**config.mk**
```make
export PLATFORM = sky130hd
export DESIGN_NAME = mem_port_pipe_ctrl
export DESIGN_NICKNAME = d
export VERILOG_FILES = /design/src/rtl/mem_port_pipe_ctrl.sv
export SDC_FILE = /design/constraint.sdc
export NUM_CORES = 1
export LEC_CHECK = 0
export CAP_MARGIN = 5
export CORE_UTILIZATION = 45
export DETAILED_ROUTE_END_ITERATION = 10
export GPL_ROUTABILITY_DRIVEN = 0
export PLACE_DENSITY = 0.73
export SYNTH_ARGS = -nofsm -noshare
export SYNTH_HDL_FRONTEND = slang
export SYNTH_SLANG_ARGS = --single-unit
```
**constraint.sdc**
```tcl
create_clock -name clk -period 10.59 [get_ports clk]
set_clock_uncertainty 0.05 [all_clocks]
set_input_delay 2.118 -clock clk [delete_from_list [all_inputs] [get_ports clk]]
set_output_delay 2.118 -clock clk [all_outputs]
set_load 0.05 [all_outputs]
```
**src/rtl/mem_port_pipe_ctrl.sv**
```systemverilog
// Memory-model port controller: one core-side cmd/r/w handshake port bridged to a
// word-addressed array with async read and sync write. Reads go through a
// fixed-latency pipeline and a response FIFO so several can be outstanding.
module mem_port_pipe_ctrl #(
    parameter int unsigned p_ADDR_BITS  = 32,
    parameter int unsigned p_DATA_BITS  = 32,
    parameter int unsigned p_STRB_BITS  = p_DATA_BITS / 8,
    parameter int unsigned p_RD_LATENCY = 2,
    parameter int unsigned p_RSP_DEPTH  = 4,
    parameter int unsigned p_MEM_BYTES  = 65536
) (
    input  logic                   clk,
    input  logic                   rst,
    input  logic [p_ADDR_BITS-1:0] mem_addr,
    input  logic                   mem_cmd,
    input  logic [1:0]             mem_size,
    input  logic                   mem_valid,
    output logic                   mem_ready,
    input  logic                   mem_r_ready,
    output logic                   mem_r_valid,
    output logic [p_DATA_BITS-1:0] mem_r_data,
    output logic                   mem_r_resp,
    input  logic                   mem_w_valid,
    output logic                   mem_w_ready,
    input  logic [p_STRB_BITS-1:0] mem_w_strb,
    input  logic [p_DATA_BITS-1:0] mem_w_data,
    output logic                   mem_w_done,
    output logic                   mem_w_resp,
    output logic [p_ADDR_BITS-1:0] addr,
    output logic                   rden,
    input  logic [p_DATA_BITS-1:0] rddata,
    output logic                   wren,
    output logic [p_STRB_BITS-1:0] wrstrb,
    output logic [p_DATA_BITS-1:0] wrdata
);

    localparam int unsigned CNT_W = $clog2(p_RSP_DEPTH + 1);
    localparam int unsigned PTR_W = $clog2(p_RSP_DEPTH);
    localparam int unsigned LAT   = p_RD_LATENCY;
    localparam logic [p_ADDR_BITS:0] MEM_LIMIT = (p_ADDR_BITS + 1)'(p_MEM_BYTES);
    localparam logic [CNT_W-1:0] CNT_FULL = CNT_W'(p_RSP_DEPTH);

    typedef enum logic [1:0] {
        S_IDLE    = 2'd0,
        S_RD_BUSY = 2'd1,
        S_FULL    = 2'd2
    } state_t;

    state_t           state;
    state_t           state_nxt;
    logic [CNT_W-1:0] out_cnt;
    logic [CNT_W-1:0] out_cnt_nxt;

    logic             err;
    logic             rd_acc;
    logic             wr_acc;
    logic             pop;
    logic             fifo_push;
    logic             fifo_pop;

    logic                   pipe_vld  [LAT];
    logic [p_DATA_BITS-1:0] pipe_data [LAT];
    logic                   pipe_err  [LAT];

    logic [p_DATA_BITS-1:0] fifo_data [p_RSP_DEPTH];
    logic                   fifo_err  [p_RSP_DEPTH];
    logic [PTR_W-1:0]       wr_ptr;
    logic [PTR_W-1:0]       rd_ptr;
    logic [CNT_W-1:0]       fifo_cnt;
    logic                   fifo_empty;

    // Size/alignment/range error classification of the current command
    always_comb begin
        err = ({1'b0, mem_addr} >= MEM_LIMIT);
        unique case (mem_size)
            2'd0:    err = err;
            2'd1:    err = err | mem_addr[0];
            2'd2:    err = err | (|mem_addr[1:0]);
            default: err = 1'b1;
        endcase
    end

    // Response head: FIFO entry if any, else the entry leaving the pipeline this cycle
    always_comb begin
        fifo_empty  = (fifo_cnt == '0);
        mem_r_valid = !fifo_empty | pipe_vld[LAT-1];
        mem_r_data  = fifo_empty ? pipe_data[LAT-1] : fifo_data[rd_ptr];
        mem_r_resp  = fifo_empty ? pipe_err[LAT-1]  : fifo_err[rd_ptr];
        pop         = mem_r_valid & mem_r_ready;
        fifo_pop    = pop & !fifo_empty;
        fifo_push   = pipe_vld[LAT-1] & !(fifo_empty & pop);
    end

    // Mode state and outstanding-read counter
    always_ff @(posedge clk or posedge rst) begin
        if (rst) begin
            state   <= S_IDLE;
            out_cnt <= '0;
        end else begin
            state   <= state_nxt;
            out_cnt <= out_cnt_nxt;
        end
    end

    // Accept decisions, array strobes and next mode
    always_comb begin
        rd_acc      = 1'b0;
        wr_acc      = 1'b0;
        mem_ready   = 1'b0;
        mem_w_ready = 1'b0;
        rden        = 1'b0;
        wren        = 1'b0;
        addr        = '0;
        wrstrb      = '0;
        wrdata      = '0;
        state_nxt   = state;
        if (!rst) begin
            rd_acc      = mem_valid & !mem_cmd & (state != S_FULL);
            wr_acc      = mem_valid & mem_cmd & mem_w_valid & (state == S_IDLE);
            mem_ready   = rd_acc | wr_acc;
            mem_w_ready = wr_acc;
            rden        = rd_acc & !err;
            wren        = wr_acc & !err;
            addr        = {mem_addr[p_ADDR_BITS-1:2], 2'b00};
            wrstrb      = mem_w_strb;
            wrdata      = mem_w_data;
        end
        out_cnt_nxt = out_cnt + CNT_W'(rd_acc) - CNT_W'(pop);
        if (out_cnt_nxt == '0) begin
            state_nxt = S_IDLE;
        end else if (out_cnt_nxt == CNT_FULL) begin
            state_nxt = S_FULL;
        end else begin
            state_nxt = S_RD_BUSY;
        end
    end

    // Read latency pipeline; array data is captured in the accept cycle
    always_ff @(posedge clk or posedge rst) begin
        if (rst) begin
            for (int unsigned i = 0; i < LAT; i++) begin
                pipe_vld[i]  <= 1'b0;
                pipe_data[i] <= '0;
                pipe_err[i]  <= 1'b0;
            end
        end else begin
            pipe_vld[0]  <= rd_acc;
            pipe_data[0] <= err ? '0 : rddata;
            pipe_err[0]  <= err;
            for (int unsigned i = 1; i < LAT; i++) begin
                pipe_vld[i]  <= pipe_vld[i-1];
                pipe_data[i] <= pipe_data[i-1];
                pipe_err[i]  <= pipe_err[i-1];
            end
        end
    end

    // Response FIFO; the outstanding limit guarantees it never overflows
    always_ff @(posedge clk or posedge rst) begin
        if (rst) begin
            for (int unsigned i = 0; i < p_RSP_DEPTH; i++) begin
                fifo_data[i] <= '0;
                fifo_err[i]  <= 1'b0;
            end
            wr_ptr   <= '0;
            rd_ptr   <= '0;
            fifo_cnt <= '0;
        end else begin
            if (fifo_push) begin
                fifo_data[wr_ptr] <= pipe_data[LAT-1];
                fifo_err[wr_ptr]  <= pipe_err[LAT-1];
                wr_ptr            <= wr_ptr + PTR_W'(1);
            end
            if (fifo_pop) begin
                rd_ptr <= rd_ptr + PTR_W'(1);
            end
            fifo_cnt <= fifo_cnt + CNT_W'(fifo_push) - CNT_W'(fifo_pop);
        end
    end

    // Write-done pulse with error flag, one cycle after write accept
    always_ff @(posedge clk or posedge rst) begin
        if (rst) begin
            mem_w_done <= 1'b0;
            mem_w_resp <= 1'b0;
        end else begin
            mem_w_done <= wr_acc;
            mem_w_resp <= wr_acc & err;
        end
    end

endmodule

```
== Yosys cells after proc, flatten, opt, wreduce, memory -nomap -nowiden ==
Index checks and enable logic that the tools add are counted.
Storage, ports and cells
  register bits after elaboration: 214
  bits of input ports: 108
  word-level logic and storage cells: 89
Operators by class
  add/sub/neg operators: 6
  order comparisons: 4
  eq/ne operators: 4
  mux-type cells: 26
  bitwise operators: 18
  reduce and logical (&&, ||, !) cells: 10
Operators with widths (count)
  32-bit two-way mux: 7
  128-bit bitwise mux: 1
  32-bit binary-select mux with 2-bit select: 1
  32-bit demux with 2-bit select: 1
  32-bit by 17-bit >= comparator with 1-bit output (second input constant): 1
  1-bit AND: 12
  1-bit two-way mux: 9
  3-bit by 1-bit adder with 3-bit output: 2
  3-bit >= comparator (second input constant): 2
  3-bit logical NOT: 2
  2-bit NOT with 3-bit output: 2
  3-bit by 1-bit subtractor with 3-bit output: 2
  2-bit by 1-bit adder with 2-bit output (second input constant): 2
  4-bit bitwise mux: 1
  1-bit logical NOT: 4
  2-bit logical NOT: 2
  2-bit two-way mux: 2
  4-bit two-way mux: 1
  1-bit OR: 4
  3-bit == test (second input constant): 1
  3-bit by 1-bit < comparator with 1-bit output (second input constant): 1
  1-bit one-hot mux with 3 select lines: 1
  1-bit binary-select mux with 2-bit select: 1
  1-bit demux with 2-bit select: 1
  other kinds (5): 5

== Depth between registers and ports, before layout ==
Gate-level depths: netlist (run 1).
  depth in word-level cells: 9
  depth in mapped cells: 10
  mapped depth without buffers: 9

== Least setup slack after synthesis (run 1) ==
Ideal clock, no wire load.
  kind: input-to-output
  start: input rst
  end: output wren
  arrival time: 4.244 ns
  data required time: 8.422 ns
  setup slack: 4.178 ns
  stages: 3
  buffers on the path: 0
  cells stage by stage: nand2b_1 -> or4_1 -> nor4_1
Between the ends
  longest elaborated chain between the ends: 1
RTL lines
  start, declared: line 13  | input logic rst,
  1-bit two-way mux: line 117  | if (!rst) begin
  end, declared: line 32  | output logic wren,
No other way between the ends.

== Worst setup path in the final report (run 1) ==
  start: input mem_addr[25]
  end: output wren
Between the ends
  longest elaborated chain between the ends: 6
RTL lines
  start, declared: line 14  | input logic [p_ADDR_BITS-1:0] mem_addr,
  32-bit by 17-bit >= comparator with 1-bit output (*): line 74  | err = ({1'b0, mem_addr} >= MEM_LIMIT);
  1-bit OR (on tied branches): line 78, 77
  1-bit one-hot mux with 3 select lines (*): line 75  | unique case (mem_size)
  1-bit logical NOT (*): line 123  | wren = wr_acc & !err;
  1-bit AND (*): line 123
  1-bit two-way mux (*): line 117
Mark *: on every way between the ends. The rest lies on a longest branch, timed or not.

==> results_dict.tcl, run 1 <==
set metrics [dict create \
    clkLatencyLatePin_ns 0.51 \
    finalHoldViolCount 0 \
    grt.overflow.total 0 \
    crit_fanout 2 \
    fmax_ghz 0.146 \
    post_cts_buffers 0 \
    viasPerCell 5.11 \
    path_class "primary input to output port" \
    p_leak_nw 5.91 \
    cts_sinks 214 \
    finalSetupViolations 0 \
    crit_required_ns 8.42 \
    die_y_um 148 \
    hold_buffers 0 \
    fin_nets 1018 \
    drive_gt1_share_pct 24.1 \
    avgRoutedWirePerCell_um 18.4 \
    syn_avg_cell_area_um2 13.9 \
    num_vias 6055 \
    setup_ws_ns 3.74 \
    period_share_pct 64.7 \
    crit_family "buffers and inverters" \
    path_cells "clkdlybuf4s50_1 > nor4_1 > a41oi_1 > nor4_1 > clkdlybuf4s50_1" \
    htree_num_levels 1 \
    tightestPinTransition_ns 1.07 \
    synthArstFlopShare_pct 100 \
    worstSetupStartpointType "primary input" \
    num_rows 53 \
    drcViolationCount 0 \
    power_mw 3.05 \
    cts_buffers 23 \
    core-area_mm2 0.0210 \
    ys_ff_latch 214 \
    powerDensity_mw_per_mm2 241 \
    floorplan.initialDensity_pct 45.8 \
    crit_path_top_delay_cell "clkdlybuf4s50_1" \
    fin_crit_ns 6.85 \
    peakVddDrop_v 0.0000994 \
    final_util_pct 60.3 \
    ant_nets 0 \
    place_area_mm2 0.0119 \
    cts_buffer_depth 3 \
    syn_inst 693 \
    fillCellCount 1665 \
    final_cell_area_mm2 0.0126 \
    ys.flop_type "dfrtp_1" \
    clkTransAtPathRegs_ns 0.05 \
    hp-class "register to register" \
    die_w_um 148 \
    numPortBuffers 213 \
    clockRootBuffer "clkbuf_16" \
    mostFrequentLayoutCells "212 x dfrtp_1, 212 x clkdlybuf4s50_1, 106 x nand2_1" \
    synth.cell_area_mm2 0.00960 \
    multiInputGateArea_mm2 0.00397 \
    pre_cts_slack_ns 3.68 \
    synth.top_cells.by_area "dfrtp_1 56%, mux2_4 9.4%, mux2_2 8.6%, mux4_2 7.7%, nor2b_1 4.4%" \
    antenna_found_initial 1 \
    crit_buf_inv 2 \
    worstSetupEndpointType "output port" \
    ctsResizeCount 0 \
    drt_first_pass_iters 4 \
    seq_area_frac_synth_pct 55.8 \
    first_global_vias 6495 \
    seq_area_mm2 0.00536 \
    yosysWarnings 0 \
    yosysUniqueCellTypes 35 \
    area_growth_pct 31.6 \
    dieArea_mm2 0.0219 \
    grt_pass1_wl_um 35400 \
    rrSetupSlack_ns 6.95 \
    cts_tree "built" \
    cpPeakStageDelay_ns 0.86 \
    grt_max_degree 136 \
    synth_top_area_cell "dfrtp_1" \
    synth_edf_count 0 \
    worstPathArrival_ns 4.69 \
    totalWireLength_um 21800 \
    track_usage_pct 20.8 \
    dpl.hpwl_um 14200 \
    initialDrtViolationCount 275 \
    outcome "completed" \
    maxCapViolations 0 \
    num_io_pins 216 \
    rsz0062_at_grt "no" \
    drv_slew 0 \
    finalSetupTns_ns 0 \
    yosysTopAreaCellShare_pct 55.8 \
    slew_headroom_pct 28.2 \
]
-- synthesized netlist by cell type, drive strengths merged (2+ instances only) --
library cell	instances
a21oi	6
and2	3
and3	32
buf	26
clkbuf	18
dfrtp	214
fa	2
ha	11
inv	15
mux2	133
mux4	33
nand2	106
nand2b	2
nor2b	67
nor4	6
xnor2	5
xor2	2
-- path summary, 6_finish.rpt --
kind,start,end,cells after the start
worst max-delay path,mem_addr[25],wren,5
worst min-delay path,pipe_data[56],pipe_data[24],0
worst max register to register,fifo_cnt[0],state[1],10
worst min register to register,pipe_data[56],pipe_data[24],0
max in group asynchronous,rst,rd_ptr[1],4
min in group asynchronous,rst,fifo_data[47],3
-- worst reg2reg max path, cell delays in order, from the launching register on --
cell and delay, ns:
dfrtp_1 0.42, nor3_4 0.90, buf_4 0.45, nand2b_1 0.15, and2_1 0.21, ha_1 0.28, inv_1 0.04, ha_1 0.18
fa_1 0.45, or2_2 0.30, nor2b_1 0.13
-- logic make-up (layout without fill, tap and decap cells) --
group | Yosys count | after routing | share of synthesized area (%)
AOI/OAI and AO/OA | 11 | 11 | 1.08
xor gates and xnor gates | 7 | 7 | 0.638
adders and majority gates | 13 | 13 | 1.85
buffers and inverters | 59 | 274 | 3.18
DFF | 214 | 214 | 55.8
muxes | 166 | 166 | 25.7
other | 1 | 3 | 0.0390
and+or+nand+nor | 222 | 222 | 11.8
-- flip-flops by register name, indices dropped and copies added, names as in the netlist --
signal / count
mem_w_done: 1
fifo_cnt: 3
out_cnt: 3
fifo_err: 4
state: 2
fifo_data: 128
pipe_data: 64
wr_ptr: 2
pipe_vld: 2
pipe_err: 2
mem_w_resp: 1
rd_ptr: 2
-- stage by stage --
| step | hold slack, ns | cells |
|---|---|---|
| after global routing | 0.306 | 1185 |
| after detailed placement | 0.285 | 1147 |
| after floorplan | 0.281 | 694 |
| after CTS | 0.298 | 1184 |
| final | 0.295 | 1185 |
| after global placement | 0.282 | 1147 |
-- layer usage --
layer  GRT usage (%)  wire, um
met2            36.8     11400
met1            25.9      8850
met3            3.93      1110
met5               0         0
met4            6.34       519
-- layout make-up --
type,instances,share of cell area [%]
Multi-Input combinational cell,421,31.4
Antenna cell,1,0.0198
Clock buffer,32,5.14
Timing Repair Buffer,222,17.4
Sequential cell,214,42.4
Clock inverter,5,0.445
Tap cell,275,2.72
Inverter,15,0.505
-- report_power, final --
| part | switching (mW) | internal (mW) | total (mW) |
|---|---|---|---|
| clock network | 0.304 | 0.448 | 0.752 |
| logic | 0.578 | 0.533 | 1.11 |
| registers | 0.162 | 1.02 | 1.18 |
| total | 1.04 | 2.00 | 3.05 |
(Power assumes the default switching activity.)
==> run 2, diff against run 1 <==
- PLACE_DENSITY: 0.73 -> 0.76
- clock period: 10.59 -> 6.2 ns (I/O delays scaled with it)
==> run 2 against run 1 <==
  * Sequential power rose by 72%
  * First-iteration DRC count decreased by 21%
  * Setup slack worse by 2.6 ns
  * Global-route usage rose by 0.11 points
  * Count of clock-buffer cells in the layout unchanged
  * Wire length up 0.66%
  * Sequential cell count unchanged
  * Sequential share of layout area is 0.11 points lower
  * Via count shrank 0.51%
  * Combinational power grew 71%
  * Critical path type unchanged
==> results_dict.tcl, run 2 (same netlist as run 1, synthesis figures left out) <==
set metrics [dict create \
    outcome "completed" \
    num_io_pins 216 \
    crit_required_ns 4.91 \
    busiest_layer "met2" \
    hold_buffers 0 \
    grtUsageMet2_pct 37.0 \
    numPortBuffers 213 \
    hp-class "register to register" \
    worstPathArrival_ns 3.80 \
    floorplan.initialDensity_pct 45.8 \
    num_rows 53 \
    use_met3_pct 3.47 \
    dp.cells 1148 \
    grtUsageMet1_pct 27.1 \
    viasPerCell 5.07 \
    ctsResizeCount 0 \
    multiInputGateArea_mm2 0.00397 \
    totalWireLength_um 22000 \
    cts_sinks 214 \
    die_y_um 148 \
    grt_max_degree 95 \
    rsz0062_at_grt "no" \
    first_global_vias 6441 \
    finalHoldViolCount 0 \
    path_class "primary input to output port" \
    fin_crit_ns 5.09 \
    reg2reg_from "fifo_cnt[0]" \
    top_register "fifo_data" \
    cts_buffer_depth 3 \
    min-delay-start "pipe_data[35]" \
    grt.overflow.total 0 \
    tightestPinTransition_ns 1.08 \
    p_leak_nw 5.93 \
    seq_area_mm2 0.00536 \
    finalSetupTns_ns 0 \
    clockRootBuffer "clkbuf_16" \
    ant_nets 0 \
    fillCellCount 1666 \
    dpl.hpwl_um 14200 \
    drcViolationCount 0 \
    dieArea_mm2 0.0219 \
    top_regs "fifo_data (128), pipe_data (64), fifo_err (4)" \
    powerDensity_mw_per_mm2 412 \
    peakVddDrop_v 0.000193 \
    fmax_ghz 0.197 \
    htree_num_levels 1 \
    track_usage_pct 21.0 \
    avgRoutedWirePerCell_um 18.5 \
    worstSetupStartpointType "primary input" \
    maxCapViolations 0 \
    antennaDiodeCount 0 \
    area_growth_pct 32.0 \
    worstSetupEndpointType "output port" \
    r2r_cells 10 \
    drv_slew 0 \
    grt_pass1_wl_um 35700 \
    period_share_pct 82.0 \
    clkTransAtPathRegs_ns 0.06 \
    post_cts_buffers 0 \
    slew_headroom_pct 28.1 \
    hold-path-cell-count 0 \
    num_vias 6024 \
    largest_reg_flops 128 \
    crit_fanout 2 \
    die_w_um 148 \
    initialDrtViolationCount 216 \
    final_cells 1188 \
    drive_gt1_share_pct 24.3 \
    antenna_found_initial 0 \
    crit_start "mem_addr[16]" \
    core-area_mm2 0.0210 \
    clkLatencyLatePin_ns 0.50 \
    finalSetupViolations 0 \
    fin_nets 1019 \
    drt_first_pass_iters 5 \
    cts_buffers 23 \
    cts_tree "built" \
    mostFrequentLayoutCells "212 x dfrtp_1, 212 x clkdlybuf4s50_1, 106 x nand2_1" \
    final_util_pct 60.5 \
]
## run 2: cell count changes in the layout (fill, tap and decap cells not counted), sizes merged
cell / previous run / this run
buf: 10 / 11
clkinv: 2 / 6
diode: 1 / 0
inv: 16 / 15
## run 2: metal layers
| layer | up-vias | routed length (um) |
|---|---|---|
| met5 | - | 0 |
| met3 | 28 | 1080 |
| met2 | 182 | 11300 |
| met1 | 3048 | 9330 |
| li1 | 2766 | - |
| met4 | 0 | 320 |
## run 2: area by class of cell
cell class                      count  area share (%)
Clock inverter                      8           0.573
Timing Repair Buffer              223            17.6
Sequential cell                   214            42.3
Inverter                           15           0.474
Tap cell                          275            2.71
Clock buffer                       32            5.04
Multi-Input combinational cell    421            31.4
## run 2: path summary, 6_finish.rpt
kind,endpoint,slack (ns)
min reg2reg,pipe_data[3],0.30
max in group asynchronous,pipe_data[2],3.72
max,wren,1.11
min in group asynchronous,fifo_data[80],1.37
min,pipe_data[3],0.30
max reg2reg,state[1],2.68
## run 2: critical path: stages
cell and delay, ns:
clkdlybuf4s50_1 0.42, nor4_1 0.51, a41oi_1 0.32, nor4_1 0.39
clkdlybuf4s50_1 0.90
## run 2: metrics by stage
| step | hold slack [ns] | worst slack (ns) | area [um^2] | total power [mW] |
|---|---|---|---|---|
| 6_report | 0.297 | 1.11 | 12700 | 5.22 |
| 5_1_grt | 0.303 | 1.02 | 12700 | 5.50 |
| 4_1_cts | 0.299 | 1.02 | 12700 | 5.29 |
| 3_5_place_dp | 0.286 | 1.04 | 12000 | 3.97 |
| 3_3_place_gp | 0.281 | 1.14 | 12000 | 3.92 |
| 2_1_floorplan | 0.281 | 1.54 | 9610 | 3.38 |
## run 2: power by group
group / switching (mW) / internal [mW] / leakage [nW]
clock network: 0.534 / 0.761 / 0.354
logic: 0.982 / 0.913 / 2.70
registers: 0.289 / 1.74 / 2.87
total: 1.80 / 3.42 / 5.93
==> run 3, diff against run 2 <==
- clock period: 6.2 -> 4.5 ns (I/O delays scaled with it)
==> run 3 against run 2 <==
  * Power increased by 40%
  * Wire length increased by 1.1%
  * Via count increased by 1.6%
  * Largest power group unchanged
  * Combinational power increased by 44%
  * Setup slack got worse by 0.67 ns
  * Sequential cell count unchanged
  * Cell count increased by 0.51%
  * Count of clock-buffer cells in the layout decreased by 2
  * Critical endpoint is now mem_r_data[31]
  * Clock power increased by 43%
==> results_dict.tcl, run 3 (same netlist as run 1, synthesis figures left out) <==
set metrics [dict create \
    largest_reg_flops 128 \
    totalWireLength_um 22200 \
    crit_fanout 23 \
    drive_gt1_share_pct 25.6 \
    initialDrtViolationCount 243 \
    fin_nets 1024 \
    finalSetupTns_ns 0 \
    pre_cts_slack_ns 0.662 \
    viasPerCell 5.13 \
    dieArea_mm2 0.0219 \
    grt_pass1_wl_um 35800 \
    final_cells 1194 \
    top_regs "fifo_data (128), pipe_data (64), fifo_err (4)" \
    worstSetupStartpointType "register" \
    num_vias 6122 \
    tightestPinTransition_ns 1.06 \
    top_register "fifo_data" \
    die_y_um 148 \
    htree_num_levels 1 \
    fin_crit_ns 4.06 \
    avgRoutedWirePerCell_um 18.6 \
    drv_slew 0 \
    final_util_pct 61.1 \
    num_io_pins 216 \
    final_cell_area_mm2 0.0128 \
    place_area_mm2 0.0120 \
    clkLatencyLatePin_ns 0.50 \
    cts_sinks 214 \
    dp.cells 1153 \
    powerDensity_mw_per_mm2 570 \
    clockRootBuffer "clkbuf_16" \
    mostFrequentLayoutCell "dfrtp_1" \
    antenna_found_initial 0 \
    drcViolationCount 0 \
    rsz0062_at_grt "no" \
    path_class "register to output port" \
    core-area_mm2 0.0210 \
    hp-class "register to register" \
    drt_first_pass_iters 4 \
    crit_required_ns 3.55 \
    track_usage_pct 21.1 \
    peakVddDrop_v 0.000230 \
    clkTransAtPathRegs_ns 0.06 \
    setup_ws_ns 0.444 \
    numPortBuffers 213 \
    holdWs_ns 0.294 \
    fillCellCount 1663 \
    cts_tree "built" \
    floorplan.initialDensity_pct 45.8 \
    ctsResizeCount 0 \
    finalSetupViolations 0 \
    ant_nets 0 \
    num_rows 53 \
    grt.overflow.total 0 \
    hold_buffers 0 \
    antennaDiodeCount 0 \
    cts_buffers 23 \
    dpl.hpwl_um 14700 \
    die_w_um 148 \
    first_global_vias 6610 \
    period_share_pct 90.1 \
    worstPathArrival_ns 3.11 \
    slew_headroom_pct 29.7 \
    area_growth_pct 33.2 \
    post_cts_buffers 0 \
    p_leak_nw 5.99 \
    maxCapViolations 0 \
    power_mw 7.30 \
    grt_max_degree 70 \
    finalHoldViolCount 0 \
    worstSetupEndpointType "output port" \
    mostFrequentLayoutCells "212 x dfrtp_1, 210 x clkdlybuf4s50_1, 106 x nand2_1" \
    cts_buffer_depth 3 \
    fmax_ghz 0.247 \
    outcome "completed" \
]
==> run 3: cell count changes in the layout (fill, tap and decap cells not counted) <==
cell,change
clkbuf_1,-5
clkinv_2,+3
clkbuf_8,+3
buf_4,+3
buf_12,+4
clkinv_4,-1
clkdlybuf4s50_1,-2
clkinvlp_4,+1
==> run 3: power by group <==
group	internal [mW]	switching [mW]
Sequential	2.40	0.331
Clock	1.09	0.748
Combinational	1.29	1.44
Total	4.78	2.51
==> run 3: final timing paths <==
path	from	endpoint	slack, ns	depth (start not counted)
worst max-delay path	fifo_cnt[1]	mem_r_data[31]	0.44	5
worst min-delay path	pipe_data[52]	pipe_data[20]	0.29	0
worst max register to register	fifo_cnt[0]	state[1]	1.44	10
worst min register to register	pipe_data[52]	pipe_data[20]	0.29	0
max in group asynchronous	rst	rd_ptr[1]	2.72	4
min in group asynchronous	rst	fifo_data[46]	0.81	3
==> run 3: cell type report <==
type | count | area, um^2 | area share, %
sequential | 214 | 5360 | 41.9
multi-input combinational | 421 | 3970 | 31.1
timing repair buffer | 228 | 2310 | 18.1
clock buffer | 30 | 662 | 5.17
tap | 275 | 344 | 2.69
clock inverter | 11 | 86.3 | 0.675
inverter | 15 | 60.1 | 0.469
==> run 3: worst max-delay path, stage by stage (launching register included) <==
cell and delay [ns]:
dfrtp_1 0.42, or3_1 0.84, buf_4 0.36, nand2_1 0.07
nand2_1 0.11, clkdlybuf4s50_1 0.81
==> run 3: per-layer routing <==
layer,track usage [%],part of all wire [%]
met3,3.53,4.4
met2,37.8,52
met1,26.6,42
met4,5.00,1.3
met5,0,0
